===== src/rtl/fetch_unit_if.sv =====
// Instruction-memory read port: one outstanding word read per req/ack handshake.
// Buses are [0:31] with bit 0 as the MSB.
interface fetch_unit_if;
   logic        imem_req;
   logic [0:31] imem_addr;
   logic        imem_ack;
   logic [0:31] imem_rdata;

   // Fetch side issues requests; memory side acknowledges with data.
   modport master (
      output imem_req,
      output imem_addr,
      input  imem_ack,
      input  imem_rdata
   );

   modport slave (
      input  imem_req,
      input  imem_addr,
      output imem_ack,
      output imem_rdata
   );
endinterface


===== src/rtl/fetch_unit.sv =====
// Instruction fetch stage: program counter, one-at-a-time memory reads and a two-entry
// buffer (output register plus skid register) in front of decode. A redirect flushes the
// buffer and restarts fetch at a new word-aligned address.
module fetch_unit #(
   parameter logic [0:31] RESET_PC = 32'h0000_0000,
   parameter logic [0:31] NOP_INSN = 32'h0000_0000
) (
   input  logic         clk,
   input  logic         reset_n,
   input  logic         stall,
   input  logic         redirect,
   input  logic [0:31]  redirect_pc,
   fetch_unit_if.master imem,
   output logic [0:31]  insn,
   output logic [0:31]  pc,
   output logic         insn_valid
);

   logic [0:31] fetch_pc_q, fetch_pc_d;
   logic [0:31] out_insn_q, out_insn_d;
   logic [0:31] out_pc_q, out_pc_d;
   logic        out_valid_q, out_valid_d;
   logic [0:31] skid_insn_q, skid_insn_d;
   logic [0:31] skid_pc_q, skid_pc_d;
   logic        skid_valid_q, skid_valid_d;
   logic        accept;
   logic        fill;
   logic        unused_redirect_lsbs;

   // Byte offset of a redirect target is dropped; fetch is always word aligned.
   assign unused_redirect_lsbs = ^redirect_pc[30:31];

   // A full skid means no room for another word, so stop requesting.
   assign imem.imem_req  = reset_n & ~skid_valid_q & ~redirect;
   assign imem.imem_addr = fetch_pc_q;

   assign accept = out_valid_q & ~stall;
   assign fill   = imem.imem_req & imem.imem_ack;

   assign insn       = out_insn_q;
   assign pc         = out_pc_q;
   assign insn_valid = out_valid_q;

   // Next-state: redirect flush, else fill from memory, else drain/consume.
   always_comb begin
      fetch_pc_d   = fetch_pc_q;
      out_insn_d   = out_insn_q;
      out_pc_d     = out_pc_q;
      out_valid_d  = out_valid_q;
      skid_insn_d  = skid_insn_q;
      skid_pc_d    = skid_pc_q;
      skid_valid_d = skid_valid_q;

      if (redirect) begin
         fetch_pc_d   = {redirect_pc[0:29], 2'b00};
         out_insn_d   = NOP_INSN;
         out_valid_d  = 1'b0;
         skid_valid_d = 1'b0;
      end else if (fill) begin
         // fill implies the skid is empty (req is gated by skid_valid_q)
         fetch_pc_d = fetch_pc_q + 32'd4;
         if (!out_valid_q || accept) begin
            out_insn_d  = imem.imem_rdata;
            out_pc_d    = fetch_pc_q;
            out_valid_d = 1'b1;
         end else begin
            skid_insn_d  = imem.imem_rdata;
            skid_pc_d    = fetch_pc_q;
            skid_valid_d = 1'b1;
         end
      end else if (accept) begin
         if (skid_valid_q) begin
            out_insn_d   = skid_insn_q;
            out_pc_d     = skid_pc_q;
            out_valid_d  = 1'b1;
            skid_valid_d = 1'b0;
         end else begin
            out_insn_d  = NOP_INSN;
            out_valid_d = 1'b0;
         end
      end
   end

   // State registers with synchronous active-low reset.
   always_ff @(posedge clk) begin
      if (!reset_n) begin
         fetch_pc_q   <= RESET_PC;
         out_insn_q   <= NOP_INSN;
         out_pc_q     <= RESET_PC;
         out_valid_q  <= 1'b0;
         skid_insn_q  <= NOP_INSN;
         skid_pc_q    <= RESET_PC;
         skid_valid_q <= 1'b0;
      end else begin
         fetch_pc_q   <= fetch_pc_d;
         out_insn_q   <= out_insn_d;
         out_pc_q     <= out_pc_d;
         out_valid_q  <= out_valid_d;
         skid_insn_q  <= skid_insn_d;
         skid_pc_q    <= skid_pc_d;
         skid_valid_q <= skid_valid_d;
      end
   end

endmodule


===== src/flat_wrapper.sv =====
// flat-port wrapper written by rule: the top's interface ports become plain ports
module fetch_unit_flat 
#(
   parameter logic [0:31] RESET_PC = 32'h0000_0000,
   parameter logic [0:31] NOP_INSN = 32'h0000_0000
)
  (clk, reset_n, stall, redirect, redirect_pc, insn, pc, insn_valid, imem_imem_req, imem_imem_addr, imem_imem_ack, imem_imem_rdata);
  fetch_unit_if imem_i ();
  input  logic clk;
  input  logic reset_n;
  input  logic stall;
  input  logic redirect;
  input  logic [0:31] redirect_pc;
  output logic [0:31] insn;
  output logic [0:31] pc;
  output logic insn_valid;
  output wire logic [$bits(imem_i.imem_req)-1:0] imem_imem_req;
  output wire logic [$bits(imem_i.imem_addr)-1:0] imem_imem_addr;
  input wire logic [$bits(imem_i.imem_ack)-1:0] imem_imem_ack;
  input wire logic [$bits(imem_i.imem_rdata)-1:0] imem_imem_rdata;
  assign imem_imem_req = imem_i.imem_req;
  assign imem_imem_addr = imem_i.imem_addr;
  assign imem_i.imem_ack = imem_imem_ack;
  assign imem_i.imem_rdata = imem_imem_rdata;
  fetch_unit #(.RESET_PC(RESET_PC), .NOP_INSN(NOP_INSN)) u_core (.clk(clk), .reset_n(reset_n), .stall(stall), .redirect(redirect), .redirect_pc(redirect_pc), .imem(imem_i), .insn(insn), .pc(pc), .insn_valid(insn_valid));
endmodule

===== config.mk =====
export PLATFORM = sky130hd
export DESIGN_NAME = fetch_unit_flat
export DESIGN_NICKNAME = d
export VERILOG_FILES = /design/src/rtl/fetch_unit_if.sv /design/src/rtl/fetch_unit.sv /design/src/flat_wrapper.sv
export SDC_FILE = /design/constraint.sdc
export NUM_CORES = 1
export LEC_CHECK = 0
export BUFFER_PORTS_ARGS = -buffer_cell sky130_fd_sc_hd__buf_4
export CORE_MARGIN = 4
export CORE_UTILIZATION = 54
export DETAILED_ROUTE_END_ITERATION = 16
export PLACE_DENSITY_LB_ADDON = 0.3
export SYNTH_ARGS = -nofsm -noshare
export SYNTH_HDL_FRONTEND = slang
export SYNTH_SLANG_ARGS = --single-unit

===== constraint.sdc =====
create_clock -name clk -period 2.4 [get_ports clk]
set_input_delay 0.36 -clock clk [delete_from_list [all_inputs] [get_ports clk]]
set_output_delay 0.36 -clock clk [all_outputs]
set_load 0.03 [all_outputs]

==> out/qor.txt, run 1 <==
Status - finished, final reports clean
Routed len/inst - 15.7 um
Main combinational cell family by area after synthesis - simple AND/OR/NAND/NOR gates
Sequential area share after synthesis - 45.0%
Post-CTS setup buffer count - 0
I/O Buffers - 160
N_diodes - 0
Critical Path Source - u_core.imem.imem_addr[28]$_SDFFE_PN0P_
Final Core Density - 70.8%
Multiplexer area fraction after synthesis - 0.595%
Arrival time at the worst endpoint - 2.44 ns
Leakage power - 0.00336 uW
Most frequent cells in the layout - 247 x nand2_1, 185 x buf_4, 155 x dfxtp_1, 107 x nor2_1, 98 x a21oi_1
Number of H-tree levels - 4
Antenna viol nets, final - 0
Gr usage total - 26.5%
Switching Fraction - 24.9%
Buffer and inverter count on the worst path - 0
Worst path depth - 4
Fin crit period - 2.10 ns
Synth Area in Compound Gates - 20.8%
Unique cell type count in the Yosys netlist - 50
Max_slew headroom - 55.5%
Cells after Synth - 923
Worst hold path depth - 2
RSZ-0062 raised after global routing - false
IO Pins - 167
Clk_lat worst skew - 0.43 ns
Clk sink count - 156
CTS clock-pin slew for the worst setup and hold paths - 0.06 ns
Flop pwr share - 43.5%
Clock Skew - 0.00665 ns
Hold slack - 0.177 ns
Net Switching - 1580 uW
Initial antenna violation count - 0
Clk buf depth - 2
Crit path required time - 2.74 ns
XOR/XNOR Fraction of Synth Area - 0.757%
Final Hold Viols - 0
Synth top area share - 45.0%
Syn_area_per_cell - 7.52 um2
FFs w/ async S/R, synth - 0%
Global route overflow - 0
CTS root buf - clkbuf_16
Setup crit start kind - register
DR pass1 iterations - 5
Post-synthesis adder-cell area fraction - 0.180%
Clock tree from TritonCTS - done
Internal Power - 4770 uW
Worst-margin pin slew - 0.668 ns
Initial detailed-routing violation count - 573
Post-Syn Area - 6940 um2
Hold WC Path Type - in -> reg
Via total after detailed routing - 6993
First-pass GRT wire length - 31.3 mm
# rows - 41
CTS Hold Bufs - 0
Max Cap Viol - 0
Final Setup Violations - 0
Hold Path Origin - redirect_pc[28]
Slowest stage delay, CP - 0.56 ns
Synth Area in Simple Gates - 26.9%
Drt drc - 0
Crit-path cells - ha_1 > nand4_1 > or4_1 > a31oi_1
Nets - 1115
Setup TNS - 0 ns
Yosys top cell by area - dfxtp_1
Layout fillers - 1087
Post-DP HPWL - 12.7 mm
Worst setup EP type - register
Cells after DPL - 1198
FF-to-FF Start - u_core.imem.imem_addr[28]$_SDFFE_PN0P_
Post-CTS sizing - 0
Most used flip-flop cell after synthesis - dfxtp_1
Via density - 5.69
Vias in the first global route - 6299
Largest net degree at the start of global routing - 69
VDD IR-drop max - 537 uV
WL final - 19.4 mm
R2R depth - 4
Synth Warn # - 0
Final Cycle Share - 87.5%
Die X - 121 um
PD cells - 710 nW/um2
Fmax - 476 MHz
Synthesis-to-layout area growth - 28.7%
Commonest non-fill, non-tap cell in the layout - nand2_1
Initial Utilization - 55.0%
Clock power share - 45.1%
Crit-path slowest cell - or4_1
Top delay family on crit path - simple AND/OR/NAND/NOR gates
CTS Buf Count - 17
Critical path class - reg -> reg
Die height - 121 um
Core ar. - 12600 um2
Ranking of synthesized cells by area - dfxtp_1 45%, nand2_1 13%, a21oi_1 7.1%, nor2_1 5.8%, a211oi_1 3.9%
Final Non-Filler Cells - 1230
Yosys reg bits - 156
Max-slew violation count - 0
CP max FO - 10
Combinational share of power - 11.4%
GP Congestion - 0.844
Post-synth EDFFs - 0
Die area - 14700 um2
Share of cells above drive strength 1 - 21.7%
==> layer usage <==
layer | track usage, % | vias to the layer above | routed length [um]
li1 | - | 3462 | -
met1 | 35.2 | 3240 | 8360
met2 | 41.7 | 257 | 9070
met3 | 6.20 | 34 | 1490
met4 | 10.4 | 0 | 444
met5 | 0 | - | 0
==> path summary, 6_finish.rpt <==
| check | end | slack (ns) |
|---|---|---|
| worst max register to register | u_core.imem.imem_addr[11]$_SDFFE_PN0P_ | 0.30 |
| worst min register to register | u_core.skid_insn_q[2]$_SDFFE_PN0P_ | 0.45 |
| worst min-delay path | u_core.imem.imem_addr[28]$_SDFFE_PN0P_ | 0.18 |
| worst max-delay path | u_core.imem.imem_addr[11]$_SDFFE_PN0P_ | 0.30 |
==> layout make-up <==
type                    count  area (um2)  share of cell area [%]
multi-input cells         674        3470                    38.8
repair buffers            189        1470                    16.4
clock buffers              21         470                    5.26
well taps                 172         215                    2.41
clock inverters            11         165                    1.85
flip-flops and latches    156        3120                    34.9
inverters                   7        27.5                   0.308
==> logic make-up (layout without fill, tap and decap cells) <==
group / count (synthesis) / in the layout
compound gates: 221 / 221
xor+xnor: 6 / 6
fa+ha+maj: 1 / 1
buf+inv: 96 / 228
flops: 156 / 156
mux: 4 / 4
other cells: 1 / 4
simple gates: 438 / 438
==> cell usage after synthesis (all sizes together) (2+ instances only) <==
library cell,count
a211oi,36
nand2b,6
nand2,247
a32oi,4
nor2b,2
o31ai,3
nand3,14
and4,7
nand4,15
nor4,4
xor2,4
or4,8
and3,6
o21ai,11
clkbuf,70
buf,19
or3,4
a311o,2
a21oi,98
o21a,3
a31oi,12
nor3,9
a311oi,30
and2,4
o311ai,7
inv,6
mux2i,3
xnor2,2
dfxtp,156
o211ai,8
nor2,107
==> registers in the layout, indices dropped and copies added, names as in the netlist <==
signal and count:
u_core.imem.imem_addr 30, u_core.skid_insn_q 32, u_core.skid_valid_q 1, u_core.skid_pc_q 30, u_core.insn_valid 1, u_core.pc 30, u_core.insn 32
==> power groups by stage <==
stage	Clock, uW	Combinational, uW	Sequential [uW]
2_1_floorplan	0	305	2910
3_3_place_gp	0	713	2810
3_5_place_dp	0	721	2810
4_1_cts	2900	724	2750
5_1_grt	3000	788	2770
6_report	2860	723	2760
==> per-stage QoR <==
step / area (um2) / total power (uW) / setup WS, ns
6_report: 8940 / 6340 / 0.300
5_1_grt: 8940 / 6560 / 0.156
4_1_cts: 8940 / 6370 / 0.318
3_5_place_dp: 8300 / 3530 / 0.322
3_3_place_gp: 8300 / 3520 / 0.342
2_1_floorplan: 6960 / 3220 / 0.395
Power figures use the tool's default switching activity.
==> run 2, diff against run 1 <==
--- a/config.mk
+++ b/config.mk
@@ -6,10 +6,11 @@
 export NUM_CORES = 1
 export LEC_CHECK = 0
 export BUFFER_PORTS_ARGS = -buffer_cell sky130_fd_sc_hd__buf_4
+export CORE_ASPECT_RATIO = 0.8
 export CORE_MARGIN = 4
 export CORE_UTILIZATION = 54
 export DETAILED_ROUTE_END_ITERATION = 16
-export PLACE_DENSITY_LB_ADDON = 0.3
+export PLACE_DENSITY = 0.8
 export SYNTH_ARGS = -nofsm -noshare
 export SYNTH_HDL_FRONTEND = slang
 export SYNTH_SLANG_ARGS = --single-unit
==> run 2 against run 1 <==
Register-to-register slack worse by 0.02 ns. Global-route usage is 1.1 points higher. Final area is 0.21% higher. Sequential share of layout area is 0.073 points lower. First-iteration DRC count is 6.6% higher. Setup slack worse by 0.016 ns. Combinational power is 2% higher. Routed wire length is 4.8% higher. Cell count hardly changed. Sequential power hardly changed. Die area hardly changed.
==> out/qor.txt, run 2 (same netlist as run 1, synthesis figures left out) <==
Top delay family on crit path - simple AND/OR/NAND/NOR gates
RSZ-0062 raised after global routing - false
Die area - 14700 um2
Largest net degree at the start of global routing - 68
Clk_lat worst skew - 0.42 ns
Crit-path cells - and4_1 > nand3_1 > or4_1 > a31oi_1
Post-CTS setup buffer count - 0
Final Core Density - 72.3%
Setup TNS - 0 ns
VDD IR-drop max - 501 uV
Crit-path slowest cell - or4_1
Antenna viol nets, final - 0
Initial detailed-routing violation count - 611
Commonest non-fill, non-tap cell in the layout - nand2_1
Fin crit period - 2.12 ns
Clk buf depth - 2
Max_slew headroom - 55.3%
Worst-margin pin slew - 0.671 ns
# rows - 36
Drt drc - 0
Clk sink count - 156
Post-DP HPWL - 13.1 mm
Global route overflow - 0
Initial antenna violation count - 0
CTS root buf - clkbuf_16
PD cells - 725 nW/um2
I/O Buffers - 160
Combinational share of power - 11.4%
CTS clock-pin slew for the worst setup and hold paths - 0.06 ns
IO Pins - 167
Final Setup Violations - 0
Vias in the first global route - 6475
Final Hold Viols - 0
Critical path class - reg -> reg
N_diodes - 0
Status - finished, final reports clean
Nets - 1115
Via total after detailed routing - 7090
Crit path required time - 2.75 ns
Gr usage total - 27.6%
Setup crit start kind - register
Clock power share - 46.3%
Synthesis-to-layout area growth - 29.0%
Slowest stage delay, CP - 0.61 ns
Clock Skew - 0.00755 ns
First-pass GRT wire length - 32.7 mm
Clock tree from TritonCTS - done
Most frequent cells in the layout - 247 x nand2_1, 186 x buf_4, 155 x dfxtp_1, 107 x nor2_1, 98 x a21oi_1
Internal Power - 4900 uW
Switching Fraction - 24.6%
Routed len/inst - 16.5 um
CTS Hold Bufs - 0
Final Cycle Share - 88.2%
Die X - 135 um
Leakage power - 0.00336 uW
Hold WC Path Type - in -> reg
Die height - 109 um
WL final - 20.3 mm
Post-CTS sizing - 0
Max Cap Viol - 0
CP max FO - 12
Worst setup EP type - register
Core ar. - 12400 um2
Initial Utilization - 56.1%
Arrival time at the worst endpoint - 2.46 ns
Share of cells above drive strength 1 - 21.8%
Max-slew violation count - 0
CTS Buf Count - 17
Fmax - 473 MHz
Number of H-tree levels - 4
Flop pwr share - 42.3%
DR pass1 iterations - 6
Buffer and inverter count on the worst path - 0
Net Switching - 1600 uW
Pwr Total - 6490 uW
Via density - 5.77
GP Congestion - 0.829
## run 2: cell count changes in the layout (fill, tap and decap cells not counted)
cell | before | now
clkinvlp_4 | 1 | 3
clkbuf_8 | 3 | 4
bufinv_16 | 4 | 5
buf_4 | 185 | 186
clkbuf_1 | 1 | 0
buf_12 | 4 | 3
clkinv_2 | 5 | 4
clkinv_4 | 2 | 0
## run 2: metrics by stage
step                instances  setup WS, ns  instance area, um2  hold WS [ns]
floorplan                 926         0.395                6960         0.436
global route             1229         0.160                8960         0.179
finish                   1229         0.284                8960         0.175
CTS                      1229         0.322                8960         0.159
global placement         1197         0.346                8290         0.442
detailed placement       1197         0.299                8290         0.446
## run 2: metal layers
| layer | vias to the layer above | wire length (um) | track usage, % |
|---|---|---|---|
| li1 | 3465 | - | - |
| met1 | 3278 | 8890 | 37.9 |
| met2 | 315 | 9310 | 43.1 |
| met3 | 32 | 1730 | 5.81 |
| met4 | 0 | 350 | 10.3 |
| met5 | - | 0 | 0 |
## run 2: worst paths after layout
kind,from,end,slack [ns],cells after the start
worst max-delay path,u_core.imem.imem_addr[24]$_SDFFE_PN0P_,u_core.imem.imem_addr[14]$_SDFFE_PN0P_,0.28,4
worst min register to register,u_core.skid_pc_q[17]$_SDFFE_PN0P_,u_core.skid_pc_q[17]$_SDFFE_PN0P_,0.45,2
worst max register to register,u_core.imem.imem_addr[24]$_SDFFE_PN0P_,u_core.imem.imem_addr[14]$_SDFFE_PN0P_,0.28,4
worst min-delay path,redirect_pc[29],u_core.imem.imem_addr[29]$_SDFFE_PN0P_,0.18,3
## run 2: layout make-up
class | instances | area [um2]
multi-input cells | 674 | 3470
fillers | 979 | 3430
flip-flops and latches | 156 | 3120
repair buffers | 189 | 1460
clock buffers | 21 | 480
well taps | 171 | 214
clock inverters | 11 | 188
inverters | 7 | 27.5
## run 2: worst reg2reg max path, delay by kind of cell (launching register included)
| family | cells | cell delay, ns |
|---|---|---|
| and+or+nand+nor | 3 | 1.41 |
| DFF | 1 | 0.46 |
| AOI/OAI and AO/OA | 1 | 0.17 |
## run 2: power groups by stage
stage / Clock [uW] / Combinational [uW] / Sequential [uW]
6_report: 3010 / 738 / 2750
5_1_grt: 3150 / 796 / 2760
4_1_cts: 3030 / 737 / 2750
3_5_place_dp: 0 / 733 / 2800
3_3_place_gp: 0 / 722 / 2800
2_1_floorplan: 0 / 305 / 2910
